## config.mk

```make
export PLATFORM = sky130hd
export DESIGN_NAME = bmp_stream_parser
export DESIGN_NICKNAME = d
export VERILOG_FILES = /design/src/rtl/bmp_pkg.sv /design/src/rtl/bmp_field_capture.sv /design/src/rtl/bmp_stream_parser.sv
export SDC_FILE = /design/constraint.sdc
export NUM_CORES = 1
export LEC_CHECK = 0
export BUFFER_PORTS_ARGS = -buffer_cell sky130_fd_sc_hd__buf_4
export CORE_ASPECT_RATIO = 0.7
export CORE_MARGIN = 3
export CORE_UTILIZATION = 60
export CTS_CLUSTER_DIAMETER = 150
export DETAILED_ROUTE_END_ITERATION = 10
export PLACE_DENSITY = 0.79
export SKIP_LAST_GASP = 1
export SYNTH_ARGS = -nofsm -noshare
export SYNTH_HDL_FRONTEND = slang
export SYNTH_SLANG_ARGS = --single-unit
```

## constraint.sdc

```tcl
create_clock -name Clk -period 10.3 [get_ports Clk]
set_input_delay 0.515 -clock Clk [delete_from_list [all_inputs] [get_ports Clk]]
set_output_delay 0.515 -clock Clk [all_outputs]
set_load 0.03 [all_outputs]
```

## src/rtl/bmp_pkg.sv

```systemverilog
// Shared types and header layout for the BMP stream parser.
// Offsets are byte indices into the 54-byte BMP file/info header.
package bmp_pkg;

  typedef enum logic [2:0] {
    S_IDLE = 3'd0,
    S_HDR  = 3'd1,
    S_SKIP = 3'd2,
    S_PIX  = 3'd3,
    S_PAD  = 3'd4,
    S_DONE = 3'd5,
    S_ERR  = 3'd6
  } state_t;

  localparam int SIG0      = 0;
  localparam int SIG1      = 1;
  localparam int OFF_LO    = 10;
  localparam int W_LO      = 18;
  localparam int H_LO      = 22;
  localparam int BPP_LO    = 28;
  localparam int HDR_LAST  = 53;
  localparam int HDR_BYTES = 54;

  localparam logic [7:0]  BMP_SIG0 = 8'h42;
  localparam logic [7:0]  BMP_SIG1 = 8'h4D;
  localparam logic [15:0] BPP_24   = 16'd24;

endpackage

```

## src/rtl/bmp_field_capture.sv

```systemverilog
// Little-endian field assembler: grabs NB bytes starting at
// stream index LO into one word.
module bmp_field_capture #(
  parameter int CNT_W = 24,
  parameter int LO    = 0,
  parameter int NB    = 4
) (
  input  logic              clk,
  input  logic              rst_n,
  input  logic              en,
  input  logic [CNT_W-1:0]  idx,
  input  logic [7:0]        data,
  output logic [8*NB-1:0]   field
);

  logic [CNT_W-1:0] rel;

  assign rel = idx - CNT_W'(LO);

  always_ff @(posedge clk or negedge rst_n) begin
    if (!rst_n) begin
      field <= '0;
    end else if (en && rel < CNT_W'(NB)) begin
      for (int k = 0; k < NB; k++) begin
        if (rel == CNT_W'(k)) field[8*k +: 8] <= data;
      end
    end
  end

endmodule

```

## src/rtl/bmp_stream_parser.sv

```systemverilog
// BMP header parser and 24-bit pixel assembler fed by the SPI byte stream.
// Define BMP_TOPDOWN_EN to accept negative (top-down) heights.
module bmp_stream_parser
  import bmp_pkg::*;
#(
  parameter int DIM_W = 12,
  parameter int CNT_W = 24
) (
  input  logic             Clk,
  input  logic             Reset,
  input  logic             Frame_Start,
  input  logic [7:0]       Byte_In,
  input  logic             Byte_Valid,
  output logic [23:0]      Pix_Data,
  output logic             Pix_Valid,
  output logic [DIM_W-1:0] Pix_X,
  output logic [DIM_W-1:0] Pix_Y,
  output logic             Row_End,
  output logic [DIM_W-1:0] Img_Width,
  output logic [DIM_W-1:0] Img_Height,
  output logic             Frame_Done,
  output logic             Hdr_Err,
  output logic [2:0]       State
);

  state_t state, nstate;

  logic [CNT_W-1:0] bcnt;
  logic [CNT_W-1:0] off_q;
  logic [1:0]       pad_q;
  logic [1:0]       pad_cnt;
  logic [1:0]       phase;
  logic             topdown_q;
  logic [DIM_W-1:0] x, y;
  logic [7:0]       b_q, g_q;

  logic [31:0] off_f, w_f, h_f, h_abs;
  logic [15:0] bpp_f;
  logic        acc, hdr_en, td_hdr, h_neg_bad, hdr_bad;
  logic        x_last, row_last, pad_last;

  assign acc    = Byte_Valid & ~Frame_Start;
  assign hdr_en = acc && (state == S_HDR);
  assign State  = state;

  bmp_field_capture #(.CNT_W(CNT_W), .LO(OFF_LO), .NB(4)) u_off (
    .clk(Clk), .rst_n(Reset), .en(hdr_en), .idx(bcnt),
    .data(Byte_In), .field(off_f)
  );

  bmp_field_capture #(.CNT_W(CNT_W), .LO(W_LO), .NB(4)) u_w (
    .clk(Clk), .rst_n(Reset), .en(hdr_en), .idx(bcnt),
    .data(Byte_In), .field(w_f)
  );

  bmp_field_capture #(.CNT_W(CNT_W), .LO(H_LO), .NB(4)) u_h (
    .clk(Clk), .rst_n(Reset), .en(hdr_en), .idx(bcnt),
    .data(Byte_In), .field(h_f)
  );

  bmp_field_capture #(.CNT_W(CNT_W), .LO(BPP_LO), .NB(2)) u_bpp (
    .clk(Clk), .rst_n(Reset), .en(hdr_en), .idx(bcnt),
    .data(Byte_In), .field(bpp_f)
  );

`ifdef BMP_TOPDOWN_EN
  assign td_hdr    = h_f[31];
  assign h_abs     = h_f[31] ? (~h_f + 32'd1) : h_f;
  assign h_neg_bad = 1'b0;
`else
  assign td_hdr    = 1'b0;
  assign h_abs     = h_f;
  assign h_neg_bad = h_f[31];
`endif

  // All fields are in place well before the last header byte.
  assign hdr_bad = (bpp_f != BPP_24)
                 | (w_f == 32'd0)
                 | ((w_f >> DIM_W) != 32'd0)
                 | (h_abs == 32'd0)
                 | ((h_abs >> DIM_W) != 32'd0)
                 | (off_f < 32'(HDR_BYTES))
                 | ((64'(off_f) >> CNT_W) != 64'd0)
                 | h_neg_bad;

  assign x_last   = (x == Img_Width - DIM_W'(1));
  assign row_last = topdown_q ? (y == Img_Height - DIM_W'(1))
                              : (y == '0);
  assign pad_last = (pad_cnt == pad_q - 2'd1);

  always_ff @(posedge Clk or negedge Reset) begin
    if (!Reset) state <= S_IDLE;
    else        state <= nstate;
  end

  always_comb begin
    nstate = state;
    if (Frame_Start) begin
      nstate = S_IDLE;
    end else if (Byte_Valid) begin
      unique case (state)
        S_IDLE: nstate = (Byte_In == BMP_SIG0) ? S_HDR : S_ERR;
        S_HDR: begin
          if (bcnt == CNT_W'(SIG1) && Byte_In != BMP_SIG1)
            nstate = S_ERR;
          else if (bcnt == CNT_W'(HDR_LAST))
            nstate = hdr_bad ? S_ERR
                   : (off_f == 32'(HDR_BYTES)) ? S_PIX : S_SKIP;
        end
        S_SKIP: if (bcnt == off_q - CNT_W'(1)) nstate = S_PIX;
        S_PIX: begin
          if (phase == 2'd2 && x_last) begin
            if (pad_q != 2'd0) nstate = S_PAD;
            else if (row_last) nstate = S_DONE;
          end
        end
        S_PAD: if (pad_last) nstate = row_last ? S_DONE : S_PIX;
        default: nstate = state;
      endcase
    end
  end

  always_ff @(posedge Clk or negedge Reset) begin
    if (!Reset) begin
      bcnt       <= '0;
      off_q      <= '0;
      pad_q      <= '0;
      pad_cnt    <= '0;
      phase      <= '0;
      topdown_q  <= 1'b0;
      x          <= '0;
      y          <= '0;
      b_q        <= '0;
      g_q        <= '0;
      Pix_Data   <= '0;
      Pix_Valid  <= 1'b0;
      Pix_X      <= '0;
      Pix_Y      <= '0;
      Row_End    <= 1'b0;
      Img_Width  <= '0;
      Img_Height <= '0;
      Frame_Done <= 1'b0;
      Hdr_Err    <= 1'b0;
    end else begin
      Pix_Valid <= 1'b0;
      Row_End   <= 1'b0;
      if (Frame_Start) begin
        bcnt       <= '0;
        phase      <= '0;
        pad_cnt    <= '0;
        x          <= '0;
        y          <= '0;
        Frame_Done <= 1'b0;
        Hdr_Err    <= 1'b0;
      end else if (acc) begin
        if (state != S_DONE && state != S_ERR) bcnt <= bcnt + CNT_W'(1);
        unique case (state)
          S_IDLE: if (Byte_In != BMP_SIG0) Hdr_Err <= 1'b1;
          S_HDR: begin
            if (bcnt == CNT_W'(SIG1) && Byte_In != BMP_SIG1) begin
              Hdr_Err <= 1'b1;
            end else if (bcnt == CNT_W'(HDR_LAST)) begin
              if (hdr_bad) begin
                Hdr_Err <= 1'b1;
              end else begin
                Img_Width  <= w_f[DIM_W-1:0];
                Img_Height <= h_abs[DIM_W-1:0];
                pad_q      <= w_f[1:0];
                off_q      <= off_f[CNT_W-1:0];
                topdown_q  <= td_hdr;
                x          <= '0;
                y          <= td_hdr ? '0 : h_abs[DIM_W-1:0] - DIM_W'(1);
                phase      <= '0;
              end
            end
          end
          S_PIX: begin
            unique case (phase)
              2'd0: begin b_q <= Byte_In; phase <= 2'd1; end
              2'd1: begin g_q <= Byte_In; phase <= 2'd2; end
              default: begin
                phase     <= 2'd0;
                Pix_Data  <= {Byte_In, g_q, b_q};
                Pix_Valid <= 1'b1;
                Pix_X     <= x;
                Pix_Y     <= y;
                Row_End   <= x_last;
                if (!x_last) begin
                  x <= x + DIM_W'(1);
                end else if (pad_q != 2'd0) begin
                  pad_cnt <= '0;
                end else begin
                  x <= '0;
                  y <= topdown_q ? y + DIM_W'(1) : y - DIM_W'(1);
                  if (row_last) Frame_Done <= 1'b1;
                end
              end
            endcase
          end
          S_PAD: begin
            pad_cnt <= pad_cnt + 2'd1;
            if (pad_last) begin
              x <= '0;
              y <= topdown_q ? y + DIM_W'(1) : y - DIM_W'(1);
              if (row_last) Frame_Done <= 1'b1;
            end
          end
          default: ;
        endcase
      end
    end
  end

endmodule
```

# Word level (Yosys, flattened, before mapping)
# Index checks and enable logic that the tools add are counted.
[word_totals] out_inout_bits=79 ff_bits=285
[classes] n_lt_le_gt_ge=5 bitwise_logic=12 n_eq_ne=43 add_sub_neg=12 reduce_logical=56 muxes=73
[ops] cell="2-to-1 mux 12 bit" count=18
[ops] cell="== test 24 x 2 -> 1 bit (second input constant)" count=6
[ops] cell="== test 24 x 1 -> 1 bit (second input constant)" count=5
[ops] cell="zero test 24 bit" count=4
[ops] cell="less-than comparator 24 x 3 -> 1 bit (second input constant)" count=3
[ops] cell="2-to-1 mux 24 bit" count=3
[ops] cell="one-hot mux 12 bit (3 select lines)" count=2
[ops] cell="subtractor 24 x 5 -> 24 bit (second input constant)" count=3
[ops] cell="zero test 32 bit" count=2
[ops] cell="nonzero test 32 bit" count=2
[ops] cell="nonzero test 64 bit" count=1
[ops] cell="2-to-1 mux 3 bit" count=12
[ops] cell="!= test 3 bit (second input constant)" count=12
[ops] cell="subtractor 12 x 1 -> 12 bit (second input constant)" count=3
[ops] cell="== test 32 x 6 -> 1 bit (second input constant)" count=1
[ops] cell="less-than comparator 32 x 6 -> 1 bit (second input constant)" count=1
[ops] cell="AND reduction 2 bit" count=15
[ops] cell="adder 24 x 1 -> 24 bit (second input constant)" count=1
[ops] cell="== test 24 bit" count=1
[ops] cell="== test 24 x 6 -> 1 bit (second input constant)" count=1
[ops] cell="less-than comparator 24 x 2 -> 1 bit (second input constant)" count=1
[ops] cell="subtractor 24 x 1 -> 24 bit (second input constant)" count=1
[ops] cell="subtractor 24 x 4 -> 24 bit (second input constant)" count=1
[ops] cell="2-to-1 mux 1 bit" count=22
[ops] cell="39 further kinds" count=80

# Logic depth before layout (Yosys ltp)
[logic_depth] ltp_word=14 ltp_mapped=13

# By module
# A second synthesis with hierarchy kept.
[unflattened] hier_cells=1421 hier_area_um2=15611.2
[modules_own_cells] module="bmp_stream_parser" area_each_um2=9925.8 cells_each=986 n_inst=1
[modules_own_cells] module="bmp_field_capture at u_w" area_each_um2=1680.4 cells_each=130 n_inst=1
[modules_own_cells] module="bmp_field_capture at u_h" area_each_um2=1671.6 cells_each=132 n_inst=1
[modules_own_cells] module="bmp_field_capture at u_off" area_each_um2=1634.1 cells_each=129 n_inst=1
[modules_own_cells] module="bmp_field_capture at u_bpp" area_each_um2=699.4 cells_each=44 n_inst=1

# Worst setup path before layout
# No wires, ideal clock.
[synth_timing] path_type="reg2reg" startpoint="reg state[0], in the netlist State[0]" endpoint="reg y[10]" period_less_slack_ps=3621 t_required_ps=10174 slack_ps=6679 arrival_ps=3495 path_stages_with_launch=14 setup_time_ps=126 path_cell_list="dfrtp_1 clkbuf_1 nor3b_1 nor2_1 clkbuf_1 buf_1 mux2i_1 ha_1 clkbuf_1 nand2_1 nor2_1 mux2_2 and3_1 a221o_1"
[synth_between] elab_chain_cells=4
[synth_rtl] item="start, declared" line_no="bmp_stream_parser.sv:26" rtl="state_t state, nstate;"
[synth_rtl] item="start signal, assigned" line_no="bmp_stream_parser.sv:93" rtl="else state <= nstate;"
[synth_rtl] item="== test 3 bit (tied with other cells)" line_no="bmp_stream_parser.sv:157" rtl="unique case (state)"
[synth_rtl] item="one-hot mux 12 bit (3 select lines)" line_no="bmp_stream_parser.sv:157"
[synth_rtl] item="2-to-1 mux 12 bit" line_no="bmp_stream_parser.sv:155" rtl="end else if (acc) begin"
[synth_rtl] item="2-to-1 mux 12 bit" line_no="bmp_stream_parser.sv:147" rtl="if (Frame_Start) begin"
[synth_rtl] item="end signal, assigned" line_no="bmp_stream_parser.sv:172" rtl="y <= td_hdr ? '0 : h_abs[DIM_W-1:0] - DIM_W'(1);"
[synth_rtl] item="end signal, assigned" line_no="bmp_stream_parser.sv:194" rtl="y <= topdown_q ? y + DIM_W'(1) : y - DIM_W'(1);"
[synth_rtl] item="end signal, assigned" line_no="bmp_stream_parser.sv:204" rtl="y <= topdown_q ? y + DIM_W'(1) : y - DIM_W'(1);"
[synth_rtl] item="end, declared" line_no="bmp_stream_parser.sv:34" rtl="logic [DIM_W-1:0] x, y;"
# Parallel ways exist; a longest one is shown, timed or not. The select of a mux whose other input is x is not followed.
# A chain may end at the register's enable or synchronous reset.

# Worst setup path after layout
[layout_timing] startpoint="reg Img_Width[0]" endpoint="reg y[11]"
[layout_between] elab_chain_cells=4
[layout_rtl] item="start, declared" line_no="bmp_stream_parser.sv:19" rtl="output logic [DIM_W-1:0] Img_Width,"
[layout_rtl] item="start signal, assigned" line_no="bmp_stream_parser.sv:166" rtl="Img_Width <= w_f[DIM_W-1:0];"
[layout_rtl] item="subtractor 12 x 1 -> 12 bit" line_no="bmp_stream_parser.sv:86" rtl="assign x_last = (x == Img_Width - DIM_W'(1));"
[layout_rtl] item="== test 12 bit" line_no="bmp_stream_parser.sv:86"
[layout_rtl] item="!= test 3 bit (no line)"
[layout_rtl] item="AND reduction 9 bit (no line)"
# No other way between the ends.

==> reports/metrics.cfg <==
[clocking]
cts.repair.resized = 0
cts_buffers = 27
postCtsSetupRepairBufs = 0
hold_buffers = 0
clock_sink_count = 283
cts_tree = built
insertion_delay_ps = 560
h-tree-depth = 1
clock_path_buffers = 3
clockRootBuffer = clkbuf_16
clkTransAtPathRegs_ps = 60

[synth]
async_flop_share_pct = 100.0
synthesis.instances = 1324
yosys.area.top_type = dfrtp_1
avgSynthCellArea_um2 = 10.99
ys_warn_count = 0
yosysMostFrequentCell = dfrtp_1
ys_types = 85
netlist.area_leader.share_pct = 48.66
synth_edf_count = 0
synth.area.top_cells = dfrtp_1 (49%), mux2_2 (17%), xnor2_1 (3.2%)
syn_nets = 1347
synth_common_cells = dfrtp_1 (283), mux2_2 (218), nor2_1 (106)
ys_seq_area_share_pct = 48.66
ys_ff_latch = 283
synth_area_um2 = 14550
synthFlopType = dfrtp_1

[drt]
firstDrtPassIters = 7
wl_per_cell_um = 21.89
ant_nets = 0
drt_wl_total_um = 37360
drtIter0Drc = 1265
drc = 0
vias = 10990
vias_per_cell = 6.440

[sta]
finalCriticalPeriod_ps = 4453
relSlewSlack_pct = 30.76
fin_crit_sh_pct = 43.23
setup_tns_ps = 0
worstMarginPinSlew_ps = 1029
fmax_mhz = 224.6
finalHoldViolations = 1
fin_ws_ps = 5847
setup_viol = 0
rsz0062_at_grt = false
finalClockSkew_ps = 9.100
maxSlewViolCount = 0
hold_slack_ps = -3.647

[worst_setup_path]
rrSetupSlack_ps = 5850
timing.rr.end = y[11]
critPathArrivalTime_ps = 4940
ff2ff_path_depth = 10
required_ps = 10790
end_kind = flop
crit_fanout = 17
r2r-start = Img_Width[0]
crit_path_start_kind = flop
critPathKind = flop to flop
crit_start = Img_Width[0]

[run_status]
violations = hold timing
status = finished, violations left

[cells_and_area]
fin_util_pct = 68.70
multiInputGateArea_um2 = 7064
stdcell_area_um2 = 16320
nFillCells = 1786
fin_nets = 1393
syn_to_final_growth_pct = 12.15
diodes = 0
seqCellArea_um2 = 7082
final_layout_size_suffix_gt1_share_pct = 28.58

[grt]
grt_max_degree = 177
grt_antenna_before_repair = 0
grt_use_total_pct = 29.13
grt_pass1_wl_um = 60540
overflow = 0
grt_pass1_vias = 10690

[min_path]
holdCritPathClass = input pin to async pin

[floorplanning]
core_area_um2 = 23760
die_y_um = 136.3
dieArea_um2 = 26190
pin_count = 91
num_rows = 47
dieWidth_um = 192.2
start_util_pct = 61.26

[power_and_ir_drop]
powerDensity_nw_per_um2 = 166.5
p_leak_nw = 7.998
ir_worst_vdd_v = 0.0001289
p_clk_share_pct = 39.2
finalPower_mw = 2.718
p_int_mw = 1.940
pwr-share-seq_pct = 45.0
swShare_pct = 28.62
p_comb_share_pct = 15.8
power.switching_uw = 777.9

[place]
placed_area_um2 = 15370
hpwl_um = 25050
pre_cts_ws_ps = 5974
io_buffer_count = 90
place.gp.congestion = 0.9883

[flow_run]
maxCapViolations = 0

registers in the layout, summed over array words and instances (netlist names):
register and count:
Pix_Y 12, pad_cnt 2, Row_End 1, u_w.field 32
u_bpp.field 16, x 12, y 12, bcnt 24
Img_Width 12, Pix_X 12, Img_Height 12, g_q 8
Frame_Done 1, u_h.field 32, b_q 8, phase 2
Pix_Valid 1, State 3, Hdr_Err 1, Pix_Data 24
u_off.field 32, off_q 24
logic make-up after synthesis:
kind of cell | Yosys count | share of synthesized area, %
buffers and inverters | 103 | 2.880
DFF | 283 | 48.66
muxes | 233 | 18.08
and+or+nand+nor | 426 | 15.62
AOI/OAI and AO/OA | 175 | 8.219
adders and majority gates | 11 | 0.9457
xor gates and xnor gates | 93 | 5.597
metrics by stage:
step	instances	hold slack [ps]
global route	1707	84.24
floorplan	1324	219.4
finish	1707	-3.647
global placement	1659	464.9
CTS	1707	55.70
detailed placement	1659	477.9
cell usage in the layout, fill, tap and decap left out, types with 16 or more instances in the layout:
cell and n:
dfrtp_1 283, mux2_2 218, nor2_1 106, buf_4 93, nand2_1 73, xnor2_1 53
o21ai_0 45, xor2_1 40, nor4_1 39, nor3_1 35, nand3_1 34, a21oi_1 30
clkbuf_16 27, nand4_1 25, inv_1 24, or3_1 17, and3_1 16
power by group through the flow:
stage | Clock [mW] | Combinational [mW] | Sequential [mW]
2_1_floorplan | 0 | 0.313 | 1.22
3_3_place_gp | 0 | 0.405 | 1.24
5_1_grt | 1.13 | 0.471 | 1.23
3_5_place_dp | 0 | 0.419 | 1.24
4_1_cts | 1.08 | 0.424 | 1.22
6_report | 1.07 | 0.430 | 1.22
critical path, cell delays in order (launching register included):
cell and delay [ps]:
dfrtp_1 440, inv_1 130, ha_1 190, or4b_1 600
or4b_1 540, a21oi_1 130, o32ai_1 200, o21ai_2 640
o211ai_2 540, nor2_1 700, a221o_1 260
final cells by class:
cell class | instances | share of cell area [%]
tap | 318 | 2.438
clock buffer | 34 | 4.607
multi-input combinational | 938 | 43.28
clock inverter | 14 | 1.219
sequential | 283 | 43.39
timing repair buffer | 95 | 4.492
inverter | 25 | 0.5749
metal layers:
layer	track usage, %	up-vias	routed length (µm)
li1	-	4917	-
met1	44.63	5506	17000
met4	5.338	0	703
met2	42.05	504	16120
met5	0	-	0
met3	7.809	66	3539
how the worst max path moves through the flow:
stage / to / slack (ps)
after floorplan: y[10] / 6680
after global placement: y[3] / 6030
after detailed placement: y[11] / 5970
after CTS: y[11] / 5910
after global routing: y[3] / 5620
final: y[11] / 5850
Power figures use the tool's default switching activity.
